==> config.mk <==
export PLATFORM = sky130hd
export DESIGN_NAME = commit_trace_buffer
export DESIGN_NICKNAME = d
export VERILOG_FILES = /design/src/rtl/commit_trace_buffer.sv
export SDC_FILE = /design/constraint.sdc
export NUM_CORES = 2
export LEC_CHECK = 0
export ABC_AREA = 0
export CORE_UTILIZATION = 30
export CTS_CLUSTER_DIAMETER = 100
export DETAILED_ROUTE_END_ITERATION = 8
export GPL_TIMING_DRIVEN = 1
export PLACE_DENSITY = 0.48
export SETUP_SLACK_MARGIN = 0.4
export SKIP_LAST_GASP = 1
export SLEW_MARGIN = 40
export SYNTH_ARGS = -nofsm -noshare
export SYNTH_HDL_FRONTEND = slang
export SYNTH_SLANG_ARGS = --single-unit
==> constraint.sdc <==
create_clock -name clk_i -period 23.5 [get_ports clk_i]
set_input_delay 3.525 -clock clk_i [delete_from_list [all_inputs] [get_ports clk_i]]
set_output_delay 3.525 -clock clk_i [all_outputs]
set_load 0.005 [all_outputs]
==> src/rtl/commit_trace_buffer.sv <==
// Observer FIFO for the MEM/WB commit trace: captures retired instructions, drops bubbles,
// tags each entry with a sequence number and drains it over a first-word-fall-through read port.
module commit_trace_buffer #(
  parameter int XLEN  = 32,
  parameter int DEPTH = 16
) (
  input  logic                     clk_i,
  input  logic                     rst_i,
  input  logic                     en_i,
  input  logic                     clr_i,
  input  logic [XLEN-1:0]          pc_i,
  input  logic [XLEN-1:0]          instr_i,
  input  logic [4:0]               reg_addr_i,
  input  logic [XLEN-1:0]          reg_data_i,
  input  logic [XLEN-1:0]          mem_addr_i,
  input  logic [XLEN-1:0]          mem_data_i,
  input  logic                     stall_i,
  input  logic                     flushD_i,
  input  logic                     flushE_i,
  output logic                     rd_valid_o,
  input  logic                     rd_ready_i,
  output logic [XLEN-1:0]          rd_pc_o,
  output logic [XLEN-1:0]          rd_instr_o,
  output logic [XLEN-1:0]          rd_reg_data_o,
  output logic [XLEN-1:0]          rd_mem_addr_o,
  output logic [XLEN-1:0]          rd_mem_data_o,
  output logic [4:0]               rd_reg_addr_o,
  output logic [31:0]              rd_seq_o,
  output logic [$clog2(DEPTH):0]   count_o,
  output logic                     overflow_o,
  output logic [15:0]              drop_cnt_o,
  output logic [31:0]              retired_cnt_o
);
  localparam int AW = $clog2(DEPTH);

  typedef struct packed {
    logic [XLEN-1:0] pc;
    logic [XLEN-1:0] instr;
    logic [4:0]      reg_addr;
    logic [XLEN-1:0] reg_data;
    logic [XLEN-1:0] mem_addr;
    logic [XLEN-1:0] mem_data;
    logic [31:0]     seq;
  } entry_t;

  entry_t        mem [DEPTH];
  logic [AW:0]   wr_ptr;
  logic [AW:0]   rd_ptr;
  logic [31:0]   seq_q;
  logic          overflow_q;
  logic [15:0]   drop_q;

  logic          ret;
  logic          full;
  logic          empty;
  logic          pop;
  logic          push;
  logic          drop;
  entry_t        wr_entry;
  entry_t        head;

  // Read handshake: an entry transfers on every rising edge where rd_valid_o and rd_ready_i
  // are both high; while rd_valid_o is high and rd_ready_i low the head fields do not change.
  // The trace side has no handshake: a retire with no room (and no pop) is dropped.
  always_comb begin
    ret   = en_i & ~stall_i & ~flushD_i & ~flushE_i;
    empty = (wr_ptr == rd_ptr);
    full  = (wr_ptr[AW] != rd_ptr[AW]) && (wr_ptr[AW-1:0] == rd_ptr[AW-1:0]);
    pop   = ~empty & rd_ready_i;
    push  = ret & (~full | pop);
    drop  = ret & full & ~pop;

    wr_entry          = '0;
    wr_entry.pc       = pc_i;
    wr_entry.instr    = instr_i;
    wr_entry.reg_addr = reg_addr_i;
    wr_entry.reg_data = reg_data_i;
    wr_entry.mem_addr = mem_addr_i;
    wr_entry.mem_data = mem_data_i;
    wr_entry.seq      = seq_q;
  end

  // Storage is cleared too so that no stale entry can appear on the read port after reset/clear.
  always_ff @(posedge clk_i) begin
    if (rst_i || clr_i) begin
      wr_ptr     <= '0;
      rd_ptr     <= '0;
      seq_q      <= '0;
      overflow_q <= 1'b0;
      drop_q     <= '0;
      for (int i = 0; i < DEPTH; i++) mem[i] <= '0;
    end else begin
      if (push) begin
        mem[wr_ptr[AW-1:0]] <= wr_entry;
        wr_ptr              <= wr_ptr + 1'b1;
      end
      if (pop) rd_ptr <= rd_ptr + 1'b1;
      if (ret) seq_q <= seq_q + 32'd1;
      if (drop) begin
        overflow_q <= 1'b1;
        if (drop_q != 16'hFFFF) drop_q <= drop_q + 16'd1;
      end
    end
  end

  assign head          = mem[rd_ptr[AW-1:0]];
  assign rd_valid_o    = ~empty;
  assign rd_pc_o       = head.pc;
  assign rd_instr_o    = head.instr;
  assign rd_reg_addr_o = head.reg_addr;
  assign rd_reg_data_o = head.reg_data;
  assign rd_mem_addr_o = head.mem_addr;
  assign rd_mem_data_o = head.mem_data;
  assign rd_seq_o      = head.seq;
  assign count_o       = wr_ptr - rd_ptr;
  assign overflow_o    = overflow_q;
  assign drop_cnt_o    = drop_q;
  // The sequence counter and the retired count advance on exactly the same events.
  assign retired_cnt_o = seq_q;

endmodule
Word level (Yosys, flattened, before mapping)

Memories as Yosys holds them, arrays and structs flattened. A register that Yosys moved wholly into a read port is not among the register bits.
Cells that the tools add are included.
W data, S select, Z words.

$add $sub $neg: 5
Equality and inequality tests: 4
Multiplexer cells: 10
Bitwise operators: 14
Reductions and logical operators: 4

Operators by type and width:

| kind                    | number |
|---|---|
| $mux W197               | 1 |
| $reduce_or A197 Y1      | 1 |
| $add A32 B1 Y32 const B | 1 |
| $add A16 B1 Y16 const B | 1 |
| $ne A16 B16 Y1 const B  | 1 |
| $mux W4                 | 3 |
| $add A5 B1 Y5 const B   | 2 |
| $and A1 B1 Y1           | 7 |
| $mux W1                 | 6 |
| $not A1 Y1              | 6 |
| $eq A5 B5 Y1            | 1 |
| $sub A5 B5 Y5           | 1 |
| $eq A4 B4 Y1            | 1 |
| $reduce_and A2 Y1       | 1 |
| $logic_and A1 B1 Y1     | 1 |
| $logic_or A1 B1 Y1      | 1 |
| $ne A1 B1 Y1            | 1 |
| $or A1 B1 Y1            | 1 |

Flip-flop bits (word level): 59
Bits in writable memories: 3152
Input bits: 173
Output and inout port bits: 252
Logic and storage cells: 43
Memories: 1

Memories:

| name | words | bits a word | rd ports | clocked after Yosys merged registers in | write ports | RTL line | source |
|---|---|---|---|---|---|---|---|
| mem  | 16    | 197         | 1        | 1                                       | 16          | 46       | `entry_t mem [DEPTH];` |

Depth between registers and ports, before layout

Depth in word-level cells: 10
Mapped depth: 10
Mapped depth without buffers: 7

Worst setup path before layout

OpenSTA, ideal clock, no wires.

Kind: input port to flip-flop
Start: input stall_i
End: memory mem[15][0] in the netlist's numbering (enable)
Setup time: 1027 ps
Arrival time: 18326 ps
Required time: 22473 ps
Setup slack: 4147 ps
Stages: 4
Buffers on the path: 1
Cell sequence: nor4b_4 o311ai_2 clkbuf_1 o21ai_0

RTL lines:

| element         | RTL line | source |
|---|---|---|
| start, declared | 17       | `input logic stall_i,` |
| end, declared   | 46       |  |

==> results_dict.tcl <==
set metrics [dict create \
    clkPwrFrac_pct 44.6 \
    period_share_pct 44.3 \
    setup_viol 0 \
    path_max_fanout 67 \
    seq_power_share_pct 51.4 \
    synth-seq-area-share_pct 67.0 \
    p_comb_share_pct 4.0 \
    cp_common_cell "buf_4" \
    ys_types 49 \
    path_class "reg2out" \
    grt_pass1_vias 81800 \
    ys_warn_count 0 \
    outcome "complete, no violations" \
    slowest_stage "buf_4" \
    grt_use_total_pct 19.5 \
    io_pins 425 \
    syn_area_per_cell_um2 16.7 \
    period_minus_slack_ns 10.42 \
    layout.nets 8949 \
    synth_fp_nets 8750 \
    dr.pass1.iters 5 \
    clk_latency_ns 1.00 \
    maxCapViolCount 0 \
    cts-root-buf "clkbuf_16" \
    clock_skew_ns 0.0689 \
    vias 78000 \
    synth_cells 8565 \
    final_common_cell "edfxtp_1" \
    gp_congestion 0.752 \
    leakagePower_nw 59.4 \
    internal-power_w 0.00992 \
    worst_pin_slew_ns 1.10 \
    detail-route-antenna-nets 0 \
    syn_to_final_growth_pct 16.6 \
    rsz0062_at_grt "false" \
    ctsHoldBuffers 0 \
    wl_per_cell_um 30.8 \
    worst_path_largest_cell_delay_ns 0.77 \
    ir_worst_vdd_uv 55.1 \
    fmax_ghz 0.0960 \
    cts-buffers-inserted 375 \
    power.switching_w 0.00284 \
    grt_pass1_wl_um 659000 \
    worstPathArrival_ns 6.90 \
    cts_tree "yes" \
    power.density_nw_per_um2 76.4 \
    die_x_um 693 \
    clock_path_buffers 4 \
    place.detailed.hpwl_um 251000 \
    die-height_um 693 \
    antenna_found_initial 113 \
    cp-start-kind "flip-flop" \
    routed_wl_um 477000 \
    maxSlewViolCount 0 \
    grt-ovfl-total 0 \
    die-area_um2 480000 \
    switching_share_pct 22.3 \
    numPortBuffers 424 \
    critical_path.cell_chain "buf_4, buf_4, buf_4, buf_6, buf_6, mux4_2, nor2b_1, a211oi_1, a21oi_1, clkdlybuf4s50_1" \
    ys_ff_latch 3215 \
    post_cts_resized 0 \
    min_path_cells 2 \
    synth-edff-count 3152 \
    n_fill_cell 44500 \
    synth_area_um2 143000 \
    drc_errors 0 \
    ys.flop_type "edfxtp_1" \
    cts.sink_count 3215 \
    relSlewSlack_pct 26.8 \
    start_util_pct 30.1 \
    hold_viol_final 0 \
    p_total_w 0.0128 \
    rows 253 \
    fp.coreArea_um2 475000 \
    drive_above_1_share_pct 19.3 \
    hold_path_class "reg2reg" \
    avgViaCountPerCell 5.04 \
    grt_max_degree 118 \
    endpoint_kind "primary output" \
    cts_setup_buffers 0 \
    synthArstFlopShare_pct 0 \
    h-tree-depth 5 \
    setup_tns_ns 0 \
    reg2reg_depth 10 \
    path_clk_slew_ns 0.06 \
    final_cell_mix "edfxtp_1, and2_1, mux4_2, clkdlybuf4s50_1, clkbuf_16" \
    critPathRequiredTime_ns 19.98 \
    drtIter0Drc 8979 \
]
[power by group through the flow]
| stage | clock [W] | sequential [W] | combinational, W |
|---|---|---|---|
| global route | 0.00602 | 0.00658 | 0.000532 |
| floorplan | 0 | 0.00674 | 0.000224 |
| detailed placement | 0 | 0.00669 | 0.000517 |
| CTS | 0.00581 | 0.00657 | 0.000518 |
| finish | 0.00569 | 0.00656 | 0.000505 |
| global placement | 0 | 0.00668 | 0.000510 |
[per-layer routing]
| layer | vias up | global-route usage [%] | part of all wire [%] |
|---|---|---|---|
| met3 | 639 | 3.35 | 6.9 |
| met2 | 3054 | 32.4 | 49 |
| met1 | 41900 | 26.2 | 42 |
| li1 | 32400 | - | - |
| met4 | 16 | 5.63 | 2.8 |
| met5 | - | 0 | 0.022 |
[critical path: cells and delay by family, from the launching register on]
family / cells / cell delay, ns
flops: 1 / 0.56
simple gates: 1 / 0.16
mux: 1 / 0.42
compound gates: 2 / 0.57
buf+inv: 6 / 4.03
[stage by stage]
step | std cells | hold WS [ns] | area (um2) | util (%) | worst slack (ns)
finish | 15500 | 0.511 | 167000 | 35.1 | 13.08
global route | 15500 | 0.524 | 167000 | 35.1 | 12.88
CTS | 15400 | 0.511 | 167000 | 35.1 | 12.52
detailed placement | 14800 | 0.498 | 155000 | 32.6 | 13.62
global placement | 14700 | 0.485 | 154000 | 32.5 | 12.95
floorplan | 8565 | 0.465 | 143000 | - | 4.15
[cell usage after synthesis (5+ instances only)]
cell type,count,area share (%)
nand2b_1,11,0.048
nor4_1,27,0.12
or3_1,16,0.070
a211oi_1,25,0.13
buf_2,26,0.091
nor2_1,30,0.079
or4_1,16,0.084
o21ai_0,14,0.049
nand2_1,42,0.11
inv_1,12,0.031
clkbuf_1,735,1.9
buf_1,58,0.15
o31ai_1,13,0.068
xnor2_1,14,0.086
nand3_1,17,0.059
dfxtp_1,63,0.88
mux2i_1,32,0.22
nor2b_1,19,0.083
edfxtp_1,3152,66
ha_1,11,0.096
clkinv_1,5,0.013
nand4_1,16,0.070
mux4_2,966,15
a21oi_1,47,0.16
and4_1,10,0.061
nor3_1,34,0.12
and2_1,3115,14
[logic make-up (layout without fill, tap and decap cells)]
group	Yosys count	in the layout	share of synthesized area, %
multiplexers	998	998	15.4
AND/OR/NAND/NOR	3366	3366	14.6
AO/OA/AOI/OAI	119	119	0.532
adder cells (fa/ha/maj)	12	12	0.110
other	0	42	0
XOR/XNOR	19	19	0.121
buffers and inverters	836	1346	2.21
flip-flops	3215	3215	67.0
[area by class of cell]
| class | instances | area (um2) | area share (%) |
|---|---|---|---|
| Antenna cell | 42 | 105 | 0.0629 |
| Tap cell | 6375 | 7980 | 4.78 |
| Clock buffer | 481 | 9930 | 5.95 |
| Multi-Input combinational cell | 4514 | 44400 | 26.6 |
| Clock inverter | 207 | 1870 | 1.12 |
| Timing Repair Buffer | 641 | 6730 | 4.03 |
| Inverter | 17 | 63.8 | 0.0382 |
| Sequential cell | 3215 | 95900 | 57.5 |
[flip-flops by register name (all words and copies together), names as in the netlist, named ones only]
| name | count |
|---|---|
| overflow_o | 1 |
| wr_ptr | 5 |
| rd_ptr | 5 |
| mem | 3152 |
| retired_cnt_o | 32 |
| drop_cnt_o | 16 |
[final timing paths]
path / start / slack [ns] / endpoint
worst max-delay path: flip-flop / 13.08 / rd_instr_o[14]
worst min register to register: drop_cnt_o[7] / 0.51 / drop_cnt_o[7]
worst max register to register: wr_ptr[2] / 17.54 / mem[9][190]
worst min-delay path: drop_cnt_o[7] / 0.51 / drop_cnt_o[7]
Power figures use the tool's default switching activity.
